### config.mk
export PLATFORM = sky130hd
export DESIGN_NAME = muldiv_unit
export DESIGN_NICKNAME = d
export VERILOG_FILES = /design/src/rtl/muldiv_pkg.sv /design/src/rtl/muldiv_iter.sv /design/src/rtl/muldiv_unit.sv
export SDC_FILE = /design/constraint.sdc
export NUM_CORES = 1
export LEC_CHECK = 0
export CAP_MARGIN = 20
export CORE_ASPECT_RATIO = 1.5
export CORE_UTILIZATION = 40
export CTS_BUF_LIST = sky130_fd_sc_hd__clkbuf_2
export DETAILED_ROUTE_END_ITERATION = 10
export PLACE_DENSITY_LB_ADDON = 0.12
export RECOVER_POWER = 100
export SLEW_MARGIN = 0
export SYNTH_ARGS = -nofsm -noshare
export SYNTH_HDL_FRONTEND = slang
export SYNTH_SLANG_ARGS = --single-unit
### constraint.sdc
create_clock -name clk -period 5.1 [get_ports clk]
set_clock_uncertainty 0.05 [all_clocks]
set_input_delay 1.02 -clock clk [delete_from_list [all_inputs] [get_ports clk]]
set_output_delay 1.02 -clock clk [all_outputs]
set_load 0.03 [all_outputs]
### src/rtl/muldiv_pkg.sv
// Shared constants for the RV32M multiply/divide unit: ALU control codes
// (matching the control decoder) and the iteration FSM encoding.
package muldiv_pkg;

    localparam int XLEN  = 32;
    localparam int CTL_W = 5;

    localparam logic [4:0] ALU_MUL    = 5'd2;
    localparam logic [4:0] ALU_MULH   = 5'd3;
    localparam logic [4:0] ALU_MULHSU = 5'd4;
    localparam logic [4:0] ALU_MULHU  = 5'd5;
    localparam logic [4:0] ALU_DIV    = 5'd6;
    localparam logic [4:0] ALU_DIVU   = 5'd7;
    localparam logic [4:0] ALU_REM    = 5'd8;
    localparam logic [4:0] ALU_REMU   = 5'd9;

    typedef enum logic [1:0] {
        ST_IDLE,
        ST_CALC,
        ST_FIN,
        ST_SPEC
    } state_e;

    function automatic logic is_md_op(input logic [4:0] code);
        return (code >= ALU_MUL) && (code <= ALU_REMU);
    endfunction

endpackage

### src/rtl/muldiv_iter.sv
// One step of the iterative datapath: shift-add multiply or restoring divide
// on a {acc, sreg} pair. Purely combinational.
module muldiv_iter #(
    parameter int XLEN = 32
) (
    input  logic            is_div,
    input  logic [XLEN-1:0] acc_i,
    input  logic [XLEN-1:0] sreg_i,
    input  logic [XLEN-1:0] opnd_i,
    output logic [XLEN-1:0] acc_o,
    output logic [XLEN-1:0] sreg_o
);

    logic [XLEN:0]   sum;
    logic [XLEN:0]   rshift;
    logic            ge;
    logic [XLEN-1:0] diff;

    always_comb begin
        sum    = {1'b0, acc_i} + (sreg_i[0] ? {1'b0, opnd_i} : '0);
        rshift = {acc_i, sreg_i[XLEN-1]};
        ge     = rshift >= {1'b0, opnd_i};
        // result of a successful subtract is below the divisor, so it fits XLEN bits
        diff   = rshift[XLEN-1:0] - opnd_i;
        if (is_div) begin
            acc_o  = ge ? diff : rshift[XLEN-1:0];
            sreg_o = {sreg_i[XLEN-2:0], ge};
        end else begin
            acc_o  = sum[XLEN:1];
            sreg_o = {sum[0], sreg_i[XLEN-1:1]};
        end
    end

endmodule

### src/rtl/muldiv_unit.sv
// Iterative RV32M multiply/divide unit with start/busy/done handshake.
// Operands are reduced to magnitudes at accept; the sign is restored at FIN.
module muldiv_unit #(
    parameter int XLEN  = 32,
    parameter int CTL_W = 5
) (
    input  logic             clk,
    input  logic             rst_n,
    input  logic             start,
    input  logic [CTL_W-1:0] alu_ctl,
    input  logic [XLEN-1:0]  op_a,
    input  logic [XLEN-1:0]  op_b,
    input  logic             flush,
    output logic             busy,
    output logic             done,
    output logic [XLEN-1:0]  result
);
    import muldiv_pkg::*;

    state_e            state_q, state_d;
    logic [4:0]        cnt_q, cnt_d;
    logic [CTL_W-1:0]  op_q, op_d;
    logic              neg_q, neg_d;
    logic [XLEN-1:0]   acc_q, acc_d;
    logic [XLEN-1:0]   sreg_q, sreg_d;
    logic [XLEN-1:0]   opnd_q, opnd_d;
    logic [XLEN-1:0]   result_q, result_d;
    logic              done_q, done_d;

    logic              a_signed, b_signed, neg_a, neg_b, in_div, div_zero, ovf;
    logic [XLEN-1:0]   mag_a, mag_b, iter_acc, iter_sreg, fin_res;
    logic [2*XLEN-1:0] prod;

    muldiv_iter #(.XLEN(XLEN)) u_iter (
        .is_div (op_q >= ALU_DIV),
        .acc_i  (acc_q),
        .sreg_i (sreg_q),
        .opnd_i (opnd_q),
        .acc_o  (iter_acc),
        .sreg_o (iter_sreg)
    );

    always_comb begin
        a_signed = (alu_ctl == ALU_MUL) || (alu_ctl == ALU_MULH) || (alu_ctl == ALU_MULHSU) ||
                   (alu_ctl == ALU_DIV) || (alu_ctl == ALU_REM);
        b_signed = (alu_ctl == ALU_MUL) || (alu_ctl == ALU_MULH) ||
                   (alu_ctl == ALU_DIV) || (alu_ctl == ALU_REM);
        neg_a    = a_signed && op_a[XLEN-1];
        neg_b    = b_signed && op_b[XLEN-1];
        mag_a    = neg_a ? -op_a : op_a;
        mag_b    = neg_b ? -op_b : op_b;
        in_div   = alu_ctl >= ALU_DIV;
        div_zero = op_b == '0;
        ovf      = (op_a == {1'b1, {(XLEN-1){1'b0}}}) && (op_b == '1) &&
                   ((alu_ctl == ALU_DIV) || (alu_ctl == ALU_REM));
    end

    // Final sign fix-up: quotient and product share neg_q; remainder follows the dividend.
    always_comb begin
        prod = {acc_q, sreg_q};
        if (neg_q) prod = -prod;
        case (op_q)
            ALU_MUL:             fin_res = prod[XLEN-1:0];
            ALU_DIV, ALU_DIVU:   fin_res = neg_q ? -sreg_q : sreg_q;
            ALU_REM, ALU_REMU:   fin_res = neg_q ? -acc_q : acc_q;
            default:             fin_res = prod[2*XLEN-1:XLEN];
        endcase
    end

    always_comb begin
        state_d  = state_q;
        cnt_d    = cnt_q;
        op_d     = op_q;
        neg_d    = neg_q;
        acc_d    = acc_q;
        sreg_d   = sreg_q;
        opnd_d   = opnd_q;
        result_d = result_q;
        done_d   = 1'b0;
        case (state_q)
            ST_IDLE: begin
                if (start && is_md_op(alu_ctl)) begin
                    op_d  = alu_ctl;
                    cnt_d = '0;
                    if (in_div && div_zero) begin
                        state_d = ST_SPEC;
                        acc_d   = ((alu_ctl == ALU_DIV) || (alu_ctl == ALU_DIVU)) ? '1 : op_a;
                    end else if (ovf) begin
                        state_d = ST_SPEC;
                        acc_d   = (alu_ctl == ALU_DIV) ? op_a : '0;
                    end else begin
                        state_d = ST_CALC;
                        acc_d   = '0;
                        sreg_d  = mag_a;
                        opnd_d  = mag_b;
                        neg_d   = (alu_ctl == ALU_REM) ? neg_a : (neg_a ^ neg_b);
                    end
                end
            end
            ST_CALC: begin
                acc_d  = iter_acc;
                sreg_d = iter_sreg;
                cnt_d  = cnt_q + 5'd1;
                if (cnt_q == 5'd31) state_d = ST_FIN;
            end
            ST_FIN: begin
                result_d = fin_res;
                done_d   = 1'b1;
                state_d  = ST_IDLE;
            end
            default: begin
                result_d = acc_q;
                done_d   = 1'b1;
                state_d  = ST_IDLE;
            end
        endcase
        if (flush) begin
            state_d  = ST_IDLE;
            done_d   = 1'b0;
            result_d = result_q;
        end
    end

    always_ff @(posedge clk) begin
        if (!rst_n) begin
            state_q  <= ST_IDLE;
            cnt_q    <= '0;
            op_q     <= '0;
            neg_q    <= 1'b0;
            acc_q    <= '0;
            sreg_q   <= '0;
            opnd_q   <= '0;
            result_q <= '0;
            done_q   <= 1'b0;
        end else begin
            state_q  <= state_d;
            cnt_q    <= cnt_d;
            op_q     <= op_d;
            neg_q    <= neg_d;
            acc_q    <= acc_d;
            sreg_q   <= sreg_d;
            opnd_q   <= opnd_d;
            result_q <= result_d;
            done_q   <= done_d;
        end
    end

    assign busy   = state_q != ST_IDLE;
    assign done   = done_q;
    assign result = result_q;

endmodule

# After elaboration in Yosys (flattened, before gate mapping)
# Index checks and enable logic that the tools add are counted.
[totals]
reg_bits = 142
input_bits = 73
out_inout_bits = 34
wordCells = 107
[classes]
n_addsub = 8
n_lt_le_gt_ge = 5
eq_ne = 20
mux = 30
bitwise = 6
reduce_logical = 29
[ops]
columns = ["cell", "n"]
rows = [
  ["$mux W32", 16],
  ["$pmux W32 S2", 3],
  ["$neg A32 Y32", 4],
  ["$pmux W32 S3", 1],
  ["$eq A32 B32 Y1 const B", 2],
  ["$mux W64", 1],
  ["$neg A64 Y64", 1],
  ["$add A32 B33 Y33", 1],
  ["$ge A33 B32 Y1", 1],
  ["$logic_not A32 Y1", 1],
  ["$sub A32 B32 Y32", 1],
  ["$eq A5 B3 Y1 const B", 5],
  ["$eq A5 B2 Y1 const B", 3],
  ["$eq A5 B4 Y1 const B", 3],
  ["$ge A5 B3 Y1 const B", 2],
  ["$pmux W5 S2", 1],
  ["$logic_or A1 B1 Y1", 8],
  ["$mux W2", 4],
  ["$ne A2 B2 Y1 const B", 4],
  ["$reduce_and A2 Y1", 4],
  ["$reduce_and A4 Y1", 2],
  ["$reduce_or A2 Y1", 4],
  ["$logic_and A1 B1 Y1", 7],
  ["$add A5 B1 Y5 const B", 1],
  ["12 further kinds", 18],
]

# Logic depth before layout (Yosys ltp)
[logic_depth]
depth_word = 11
mapped_depth = 14
depth_no_buf = 13

# Cells and area by module
# Synthesis repeated with hierarchy kept, for this count alone.
[hier_totals]
cells_unflattened = 2092
area_unflattened_um2 = 15013.1
[modules_own_cells]
columns = ["mod", "n_inst", "cells_per_inst", "area_per_inst_um2", "seq_area_each_um2"]
rows = [
  ["muldiv_unit", 1, 1395, 10083.4, 2842.7],
  ["muldiv_iter", 1, 697, 4929.7, 0.0],
]

# Worst setup path after synthesis
# Ideal clock, no wire load.
[synth_timing]
path_kind = "input port to flip-flop"
startpoint = "in op_a[14]"
endpoint = "reg acc_q[14]"
setup_ns = 0.070
t_arrival_ns = 3.514
required_time_ns = 4.980
path_slack_ns = 1.466
path_stages = 10
n_path_buf = 1
path_cell_list = "or4_1 -> or4_1 -> or3_4 -> nor3_2 -> a21oi_1 -> or2_1 -> buf_6 -> o31ai_2 -> o21ai_0 -> a21oi_1"
[synth_between]
elab_chain_len = 7
elab_cells_between_ends = 9
cone_classes = "eq/ne: 1; mux: 6; reduce/logical: 2"
[synth_lines]
columns = ["element", "line_no", "text"]
rows = [
  ["start: declaration", "muldiv_unit.sv:11", "input logic [XLEN-1:0] op_a,"],
  ["$eq A32 B32 Y1", "muldiv_unit.sv:54", "ovf = (op_a == {1'b1, {(XLEN-1){1'b0}}}) && (op_b == '1) &&"],
  ["$logic_and A1 B1 Y1 (2 in a row)", "muldiv_unit.sv:54", ""],
  ["$mux W32", "muldiv_unit.sv:88", "end else if (ovf) begin"],
  ["$mux W32 *", "muldiv_unit.sv:85", "if (in_div && div_zero) begin"],
  ["$mux W32 *", "muldiv_unit.sv:82", "if (start && is_md_op(alu_ctl)) begin"],
  ["$pmux W32 S2 *", "muldiv_unit.sv:80", "case (state_q)"],
  ["end signal: assignment", "muldiv_unit.sv:130", "acc_q <= '0;"],
  ["end signal: assignment", "muldiv_unit.sv:140", "acc_q <= acc_d;"],
  ["end: declaration", "muldiv_unit.sv:24", "logic [XLEN-1:0] acc_q, acc_d;"],
]
# Mark *: on every way between the ends. The rest lies on a longest branch, timed or not. The select of a mux whose other input is x is not followed.
# A chain may end at the register's enable or synchronous reset.

# Final worst setup path
[layout_timing]
startpoint = "in rst_n"
endpoint = "reg opnd_q[1]"
[layout_rtl]
columns = ["element", "line_no", "text"]
rows = [
  ["start: declaration", "muldiv_unit.sv:8", "input logic rst_n,"],
  ["end signal: assignment", "muldiv_unit.sv:142", "opnd_q <= opnd_d;"],
  ["end: declaration", "muldiv_unit.sv:26", "logic [XLEN-1:0] opnd_q, opnd_d;"],
]
# No word-level cell between the ends.

==> results.yml <==
status:
  status: "complete, but fails checks"
  violations: "capacitance limit, slew limit"
job:
  cap_violations: 3
synthesis:
  synth_top_cell_area_share_pct: 19.69
  synth-simple-area-share_pct: 25.38
  synth_nets: 2250
  yosys_warnings: 0
  synth_edf_count: 0
  ys_types: 91
  synthArstFlopShare_pct: 0
  avgSynthCellArea_um2: 6.863
  synthCells: 2104
  synth_largest_area_cell: "dfxtp_1"
  synth_xor_xnor_area_share_pct: 9.887
  synth_top_family_by_area: "compound AO/OA/AOI/OAI gates"
  synthesis.area_mm2: 0.01444
  synth.area.top_cells: "dfxtp_1 (20%), nand2_1 (7.4%), a21oi_1 (6.8%), ha_1 (6.2%), xnor2_1 (5.7%)"
  ys.flop_type: "dfxtp_1"
  seq_area_frac_synth_pct: 19.69
  synth_fa_ha_area_share_pct: 6.430
  synth_compound_area_share_pct: 31.17
  synthMuxAreaShare_pct: 0.8579
  synth_seq_cells: 142
die:
  die_h_um: 234.7
  dieArea_mm2: 0.03688
  start_util_pct: 40.89
  die_w_um: 157.1
  io_pins: 107
  core.rowCount: 84
  core-area_mm2: 0.03531
grt:
  grt_pass1_vias: 15706
  overflow: 0
  antenna_found_initial: 1
  grt_max_degree: 71
  grt_pass1_wl_um: 95230
  grt.total_usage_pct: 34.53
sta:
  rsz0062_at_grt: "no"
  period_minus_slack_ps: 4544
  finalCritPeriodShare_pct: 89.09
  slew_violations: 106
  fin_setup_tns_ps: 0
  hold_violations: 0
  relSlewSlack_pct: -11.50
  max_freq_mhz: 220.1
  setup_viol: 0
  tightest_slew_ps: 1673
worst_hold_path:
  min_delay_worst_endpoint: "result[7]"
  worstHoldStart: "result[7]"
  min_path_type: "flip-flop to flip-flop"
  hold_path_depth: 2
clocking:
  cts.repair.resized: 0
  cts_tree: "yes"
  cts_buffers: 17
  clkSinkCount: 142
  h-tree-depth: 4
  clock-root-buffer: "clkbuf_2"
  clk_pin_slew_ps: 270
  clockBufferDepth: 2
  cts_hold_buffers: 0
  clk_latency_ps: 900
  cts_setup_buffers: 0
critical_path:
  start_kind: "input pin"
  r2r_end: "result[26]"
  required_ps: 5840
  cp.arrival_ps: 5290
  reg2reg_from: "sreg_q[16]"
  ff2ff_path_depth: 9
  end_kind: "flip-flop"
  cp_max_fo: 70
  r2r_slack_ps: 920
  crit_type: "input pin to flip-flop"
cells_and_area:
  nNetsFinal: 2259
  seqCellArea_mm2: 0.002844
  area_growth_pct: 11.34
  fillers: 3735
  drive_above_1_share_pct: 5.738
  multi_input_area_mm2: 0.01065
routing:
  vias: 16213
  vias_per_cell: 6.236
  drtIter0Drc: 1348
  drcViolationCount: 0
  postRouteAntennaNets: 0
  drtPass1Iterations: 6
  wl_per_cell_um: 24.33
  wirelength_um: 63250
power_and_ir_drop:
  ir_drop_mv: 0.1493
  powerDensity_mw_per_mm2: 187.5
  p_leak_nw: 6.107
  fin_total_pwr_w: 0.003014
place:
  dp_hpwl_um: 49300
  gp_congestion: 1.004
  port_buffers: 106
[cell usage after synthesis, drive strengths merged, types with 18 or more instances]
cell	instances
nand4	22
nor3	39
nor2	214
xor2	69
o221ai	18
a31oi	33
a211oi	45
o22ai	18
nand3	62
buf	24
nor4	19
a21oi	197
nand2b	22
or3	18
o31ai	37
clkbuf	141
or4	25
a21o	27
dfxtp	142
nand2	284
xnor2	94
ha	71
o21ai	129
o211ai	56
inv	78
[registers in the layout, summed over array words and instances (netlist names)]
register / count
cnt_q: 5
state_q: 2
result: 32
sreg_q: 32
op_q: 5
opnd_q: 32
neg_q: 1
done: 1
acc_q: 32
[worst max-delay path: stages]
cell             delay (ps)
clkdlybuf4s50_1         460
clkbuf_2                670
clkinvlp_2             1390
clkbuf_2               1150
a311oi_1                500
[report_power, final]
| group | internal, W | switching, W |
|---|---|---|
| registers | 0.00114 | 0.0000507 |
| clock network | 0.000220 | 0.000574 |
| logic | 0.000358 | 0.000667 |
| total | 0.00172 | 0.00129 |
[per-layer routing]
metal	track usage (%)	up-vias	routed length [um]
li1	-	7685	-
met1	38.80	7641	23760
met2	56.86	686	29850
met3	4.537	201	3430
met4	29.95	0	6209
met5	0	-	0
[final cells by class]
type                            instances  share of cell area, %
Multi-Input combinational cell       1719                  66.23
Sequential cell                       142                  17.69
Timing Repair Buffer                  155                  8.872
Tap cell                              473                  3.681
Inverter                               78                  1.829
Clock inverter                         15                  1.152
Clock buffer                           17                 0.5292
Antenna cell                            1                0.01557
[layout by cell type (no fill, tap or decap), types with 15 or more instances in the layout]
master / netlist / layout
dlygate4sd3_1: 0 / 36
xor2_1: 69 / 69
a21o_1: 27 / 27
buf_4: 2 / 43
or4_1: 21 / 21
o21a_1: 15 / 15
o22ai_1: 18 / 18
a31oi_1: 33 / 33
clkbuf_2: 2 / 20
or3_1: 16 / 16
o21ai_0: 119 / 122
nand3_1: 62 / 62
a211oi_1: 45 / 45
xnor2_1: 94 / 94
nand2b_1: 21 / 21
ha_1: 71 / 71
inv_1: 78 / 77
o211ai_1: 56 / 56
o41ai_1: 17 / 17
o221ai_1: 18 / 18
nor2_1: 213 / 211
clkdlybuf4s50_1: 0 / 70
nand4_1: 22 / 22
dfxtp_1: 142 / 141
nor3_1: 38 / 37
nand2_1: 284 / 283
nor4_1: 17 / 18
a21oi_1: 197 / 197
o31ai_1: 35 / 36
[stage by stage]
stage | instances | worst slack (ps) | util, % | cell area [um2] | hold WS [ps]
2_1_floorplan | 2104 | 1466 | - | 14440 | 373.3
3_3_place_gp | 2566 | 472.0 | 44.86 | 15840 | 381.4
3_5_place_dp | 2566 | 436.5 | 44.86 | 15840 | 391.4
4_1_cts | 2598 | 782.0 | 45.62 | 16110 | 416.1
5_1_grt | 2600 | 359.2 | 45.53 | 16080 | 440.1
6_report | 2600 | 556.2 | 45.53 | 16080 | 410.0
[kinds of logic after synthesis]
| kind of cell | after synthesis |
|---|---|
| simple gates | 779 |
| flops | 142 |
| fa+ha+maj | 73 |
| xor+xnor | 163 |
| compound gates | 692 |
| mux | 12 |
| buf+inv | 243 |
[worst max path at each step]
stage               from        end  cells after the start
2_1_floorplan   op_a[14]  acc_q[14]                     10
3_3_place_gp    op_a[15]  acc_q[22]                     10
3_5_place_dp    op_a[15]  acc_q[22]                     10
4_1_cts        sreg_q[0]  acc_q[25]                     13
5_1_grt          op_b[6]  acc_q[14]                     11
6_report           rst_n  opnd_q[1]                      5
Power figures use the tool's default switching activity.
==> RTL edit 1 (config.mk and constraints unchanged) <==
Make the reset (`rst_n`) asynchronous in one clocked block.
--- a/src/rtl/muldiv_unit.sv
+++ b/src/rtl/muldiv_unit.sv
@@ -121,7 +121,7 @@
         end
     end
 
-    always_ff @(posedge clk) begin
+    always_ff @(posedge clk or negedge rst_n) begin
         if (!rst_n) begin
             state_q  <= ST_IDLE;
             cnt_q    <= '0;
Formal check against the unedited RTL: differs if rst_n is asserted again (counterexample within 4 cycles, from zero or initial values and one cycle with rst_n low); with rst_n held inactive, the same outputs for 4 cycles.
==> RTL edit 1 against the original RTL <==
Synthesized cell count fell by 4.8%; the flow still finishes with violations (capacitance limit, slew limit); synthesized area fell by 0.18%; sequential cell count did not move; die area fell by 0.18%; via count fell by 4.7%; routed wire length fell by 7.6%; design area rose by 0.93%; sequential share of layout area rose by 4.2 points; worst hold slack improved by 0.043 ns; worst setup slack got worse by 0.17 ns; cell count fell by 2.4%; largest cell class unchanged.
Power is not compared: it rests on default switching activity, and its combinational part moved more than twofold at a synthesized area within 25%.
==> RTL edit 1: results (changes against the original RTL) <==
[routing]
drt_first_iter_violations = 977  ; -28%
routed_via_density = 6.085  ; -2.4%
met2_length_mm = 28.66  ; -4.0%

[worst_setup_path]
path_common_cell = nor3_1
worstRegToRegCells = 10  ; +1
cpLargestDelayFamily = simple AND/OR/NAND/NOR gates
path_max_fanout = 8  ; -89%
crit_end = result[19]
crit_path_top_delay_cell = o41ai_1
max_stage_delay_ns = 1.24  ; -0.15 ns
r2r_start = sreg_q[28]

[synthesis]
syn_avg_cell_area_um2 = 7.199  ; +4.9%
synthesis.nets = 2148  ; -4.5%
synthXorXnorAreaFrac_pct = 10.94  ; +1.1 points
ys_seq_area_share_pct = 24.65  ; +5.0 points
yosysUniqueCellTypes = 76  ; -16%
async_flop_share_pct = 100.0  ; +100 points
synth-main-ff-cell = dfrtp_1
synth_area_leaders = dfrtp_1, o21ai_0, nand2_1, ha_1, xnor2_1

[place]
placed_cell_area_mm2 = 0.01605  ; +1.3%
gp_congestion = 1.001  ; -0.38%
dp.final_hpwl_mm = 45.40  ; -7.9%

[worst_hold_path]
hold_start = result[21]
holdPathEnd = result[21]

[grt]
grtUsageMet3_pct = 5.228  ; +0.69 points
grt_max_degree = 91  ; +28%
use_met2_pct = 56.75  ; -0.11 points
first_global_vias = 14900  ; -5.1%
grtUsageTotal_pct = 32.55  ; -2.0 points
grt_pass1_wl_mm = 89.10  ; -6.4%
grt_use_met1_pct = 35.84  ; -3.0 points

[finish]
fin_nets = 2197  ; -2.7%
drive_gt1_share_pct = 5.862  ; +0.12 points

[sta]
slew_headroom_pct = -53.38  ; -42 points
period_minus_slack_ns = 4.712  ; +0.1685 ns
slew_viol_final = 140  ; +32%
fin_hold_ws_ns = 0.4531  ; +0.04317 ns

[job]
drv_cap = 3  ; unchanged

[run_status]
violations = capacitance limit, slew limit
status = finished with violations

RTL edit 1: cell types whose count changed after synthesis, sizes merged, moves of 15 or more:
cell and change:
inv -16, clkbuf -23, xor2 +15, dfrtp +142, o21ai +95, nor3 +38
a21oi -48, dfxtp -142, o211ai -35, nor2 -30
RTL edit 1: cell families (layout without fill, tap and decap cells):
family                     after synthesis  count (layout)
adders and majority gates               73              73
xor gates and xnor gates               180             180
other                                    0               1
AOI/OAI and AO/OA                      635             635
muxes                                   15              15
buffers and inverters                  197             259
DFF                                    142             142
and+or+nand+nor                        760             760
RTL edit 1: final cells by class:
class / instances / area [µm²] / share of cell area (%)
Clock inverter: 14 / 192.7 / 1.188
Antenna cell: 1 / 2.502 / 0.01542
Clock buffer: 18 / 90.09 / 0.5552
Multi-Input combinational cell: 1663 / 10120 / 62.40
Timing Repair Buffer: 162 / 1425 / 8.783
Sequential cell: 142 / 3555 / 21.91
Inverter: 65 / 244.0 / 1.504
Tap cell: 473 / 591.8 / 3.647
==> RTL edit 2 (config.mk and constraints unchanged) <==
Made on the original files. `ALU_DIV`: 5'd6 -> 5'd5.
--- a/src/rtl/muldiv_pkg.sv
+++ b/src/rtl/muldiv_pkg.sv
@@ -9,7 +9,7 @@
     localparam logic [4:0] ALU_MULH   = 5'd3;
     localparam logic [4:0] ALU_MULHSU = 5'd4;
     localparam logic [4:0] ALU_MULHU  = 5'd5;
-    localparam logic [4:0] ALU_DIV    = 5'd6;
+    localparam logic [4:0] ALU_DIV    = 5'd5;
     localparam logic [4:0] ALU_DIVU   = 5'd7;
     localparam logic [4:0] ALU_REM    = 5'd8;
     localparam logic [4:0] ALU_REMU   = 5'd9;
Check against the original RTL: not equivalent (a bounded check fails within 4 cycles, from zero or initial values and one cycle with rst_n low).
==> RTL edit 2 against the original RTL <==
Sequential cell count did not move; critical endpoint is now opnd_q[31]; clock power fell by 0.8%; register-to-register slack worse by 0.29 ns; largest cell class unchanged; synthesized area is 2.4% higher; core utilization up 0.094 points; total power rose by 3.8%; worst setup slack better by 0.059 ns; routed wire length rose by 3.9%; design area rose by 2.6%.
==> RTL edit 2: results (changes against the original RTL) <==
[run_status]
status = finished clean

[grt]
first_global_vias = 16180  ; +3.0%
grt_pass1_wl_mm = 99.01  ; +4.0%
grt_max_degree = 64  ; -9.9%
antenna_found_initial = 2  ; +1
grtUsageTotal_pct = 34.48  ; -0.042 points

[clocking]
cts_resized = 0  ; unchanged
root_buffer = clkbuf_2
cts_made_buffers = 17  ; unchanged
path_clk_slew_ns = 0.25  ; -0.02 ns
clock_latency_ns = 0.90  ; about the same
cts_max_level = 4  ; unchanged
clockBufferDepth = 2  ; unchanged
post_cts_buffers = 0  ; unchanged

[power_and_ir_drop]
power_leakage_nw = 6.192  ; +1.4%
ir_drop_v = 0.0001250  ; -16%
power.internal_w = 0.001822  ; +5.8%
p_comb_share_pct = 36.3  ; +2.3 points
clock_power_w = 0.000788  ; -0.8%

[synthesis]
syn_avg_cell_area_um2 = 6.916  ; +0.78%
synth_area_leaders = dfxtp_1, a21oi_1, nand2_1, nor2_1, ha_1
yosysUniqueCellTypes = 90  ; -1.1%
synth_warnings = 0  ; unchanged
ys_seq_area_share_pct = 19.23  ; -0.45 points
synth_common_cells = nand2_1, nor2_1, a21oi_1
async_flop_share_pct = 0  ; unchanged

[finish]
nFillCells = 3828  ; +2.5%
fin_nets = 2316  ; +2.5%
drive_gt1_share_pct = 6.511  ; +0.77 points

[routing]
routedWlPerCell_um = 24.68  ; +1.5%
routed_via_density = 6.315  ; +1.3%
wirelength_mm = 65.68  ; +3.9%
drt_first_iter_violations = 1270  ; -5.8%
first_pass_iters = 5  ; -1

[worst_hold_path]
hold_path.class = reg -> reg

[place]
dp.final_hpwl_mm = 51.27  ; +4.0%
gp_congestion = 0.9936  ; -1.1%
pre_cts_ws_ns = 0.5444  ; +0.1080 ns
place_inst = 2629  ; +2.5%
io_buffer_count = 106  ; unchanged

[sta]
tightest_slew_ns = 1.312  ; -0.3611 ns

[worst_setup_path]
path_max_fanout = 61  ; -13%
worstPathArrival_ns = 5.23  ; -0.06 ns

[RTL edit 2: critical path, stage by stage]
cell,delay [ns]
dlygate4sd3_1,0.66
inv_1,0.10
ha_1,0.16
or3b_2,0.47
nor4_1,0.59
nand3_1,0.34
nor2_1,0.25
or2_0,0.43
nor2_4,0.03
clkbuf_2,0.68
nand3_1,0.38
a21oi_1,0.10
[RTL edit 2: through the flow]
stage	instance area, µm²	total power (W)	util [%]
global placement	16330	0.002345	45.15
detailed placement	16330	0.002345	45.15
floorplan	14780	0.001943	-
finish	16500	0.003128	45.62
global route	16500	0.003264	45.62
CTS	16580	0.003119	45.85
[RTL edit 2: worst paths after layout]
path / slack (ns) / endpoint / from / depth (start not counted)
setup / recovery: 0.61 / opnd_q[31] / op_a[0] / 12
hold / removal: 0.40 / result[28] / result[28] / 2
setup reg to reg: 0.63 / acc_q[25] / sreg_q[0] / 13
hold reg to reg: 0.40 / result[28] / result[28] / 2
[RTL edit 2: layout make-up]
cell class | instances | area [µm²] | area share [%]
diodes | 2 | 5.005 | 0.03034
clock buffers | 18 | 90.09 | 0.5461
clock inverters | 12 | 163.9 | 0.9936
inverters | 69 | 260.3 | 1.578
multi-input cells | 1768 | 11010 | 66.76
flip-flops and latches | 142 | 2844 | 17.24
well taps | 478 | 598.1 | 3.626
repair buffers | 172 | 1521 | 9.223
[RTL edit 2: routing by layer]
layer	wire length [µm]	vias to the layer above	track usage, %
li1	-	7894	-
met1	23760	7929	36.27
met2	32180	736	61.12
met3	3856	245	5.060
met4	5885	0	28.09
met5	0	-	0
[RTL edit 2: cell families after synthesis]
family | synth area share [%]
xor gates and xnor gates | 8.889
AOI/OAI and AO/OA | 31.91
and+or+nand+nor | 25.63
buffers and inverters | 6.180
DFF | 19.23
muxes | 1.871
adders and majority gates | 6.281
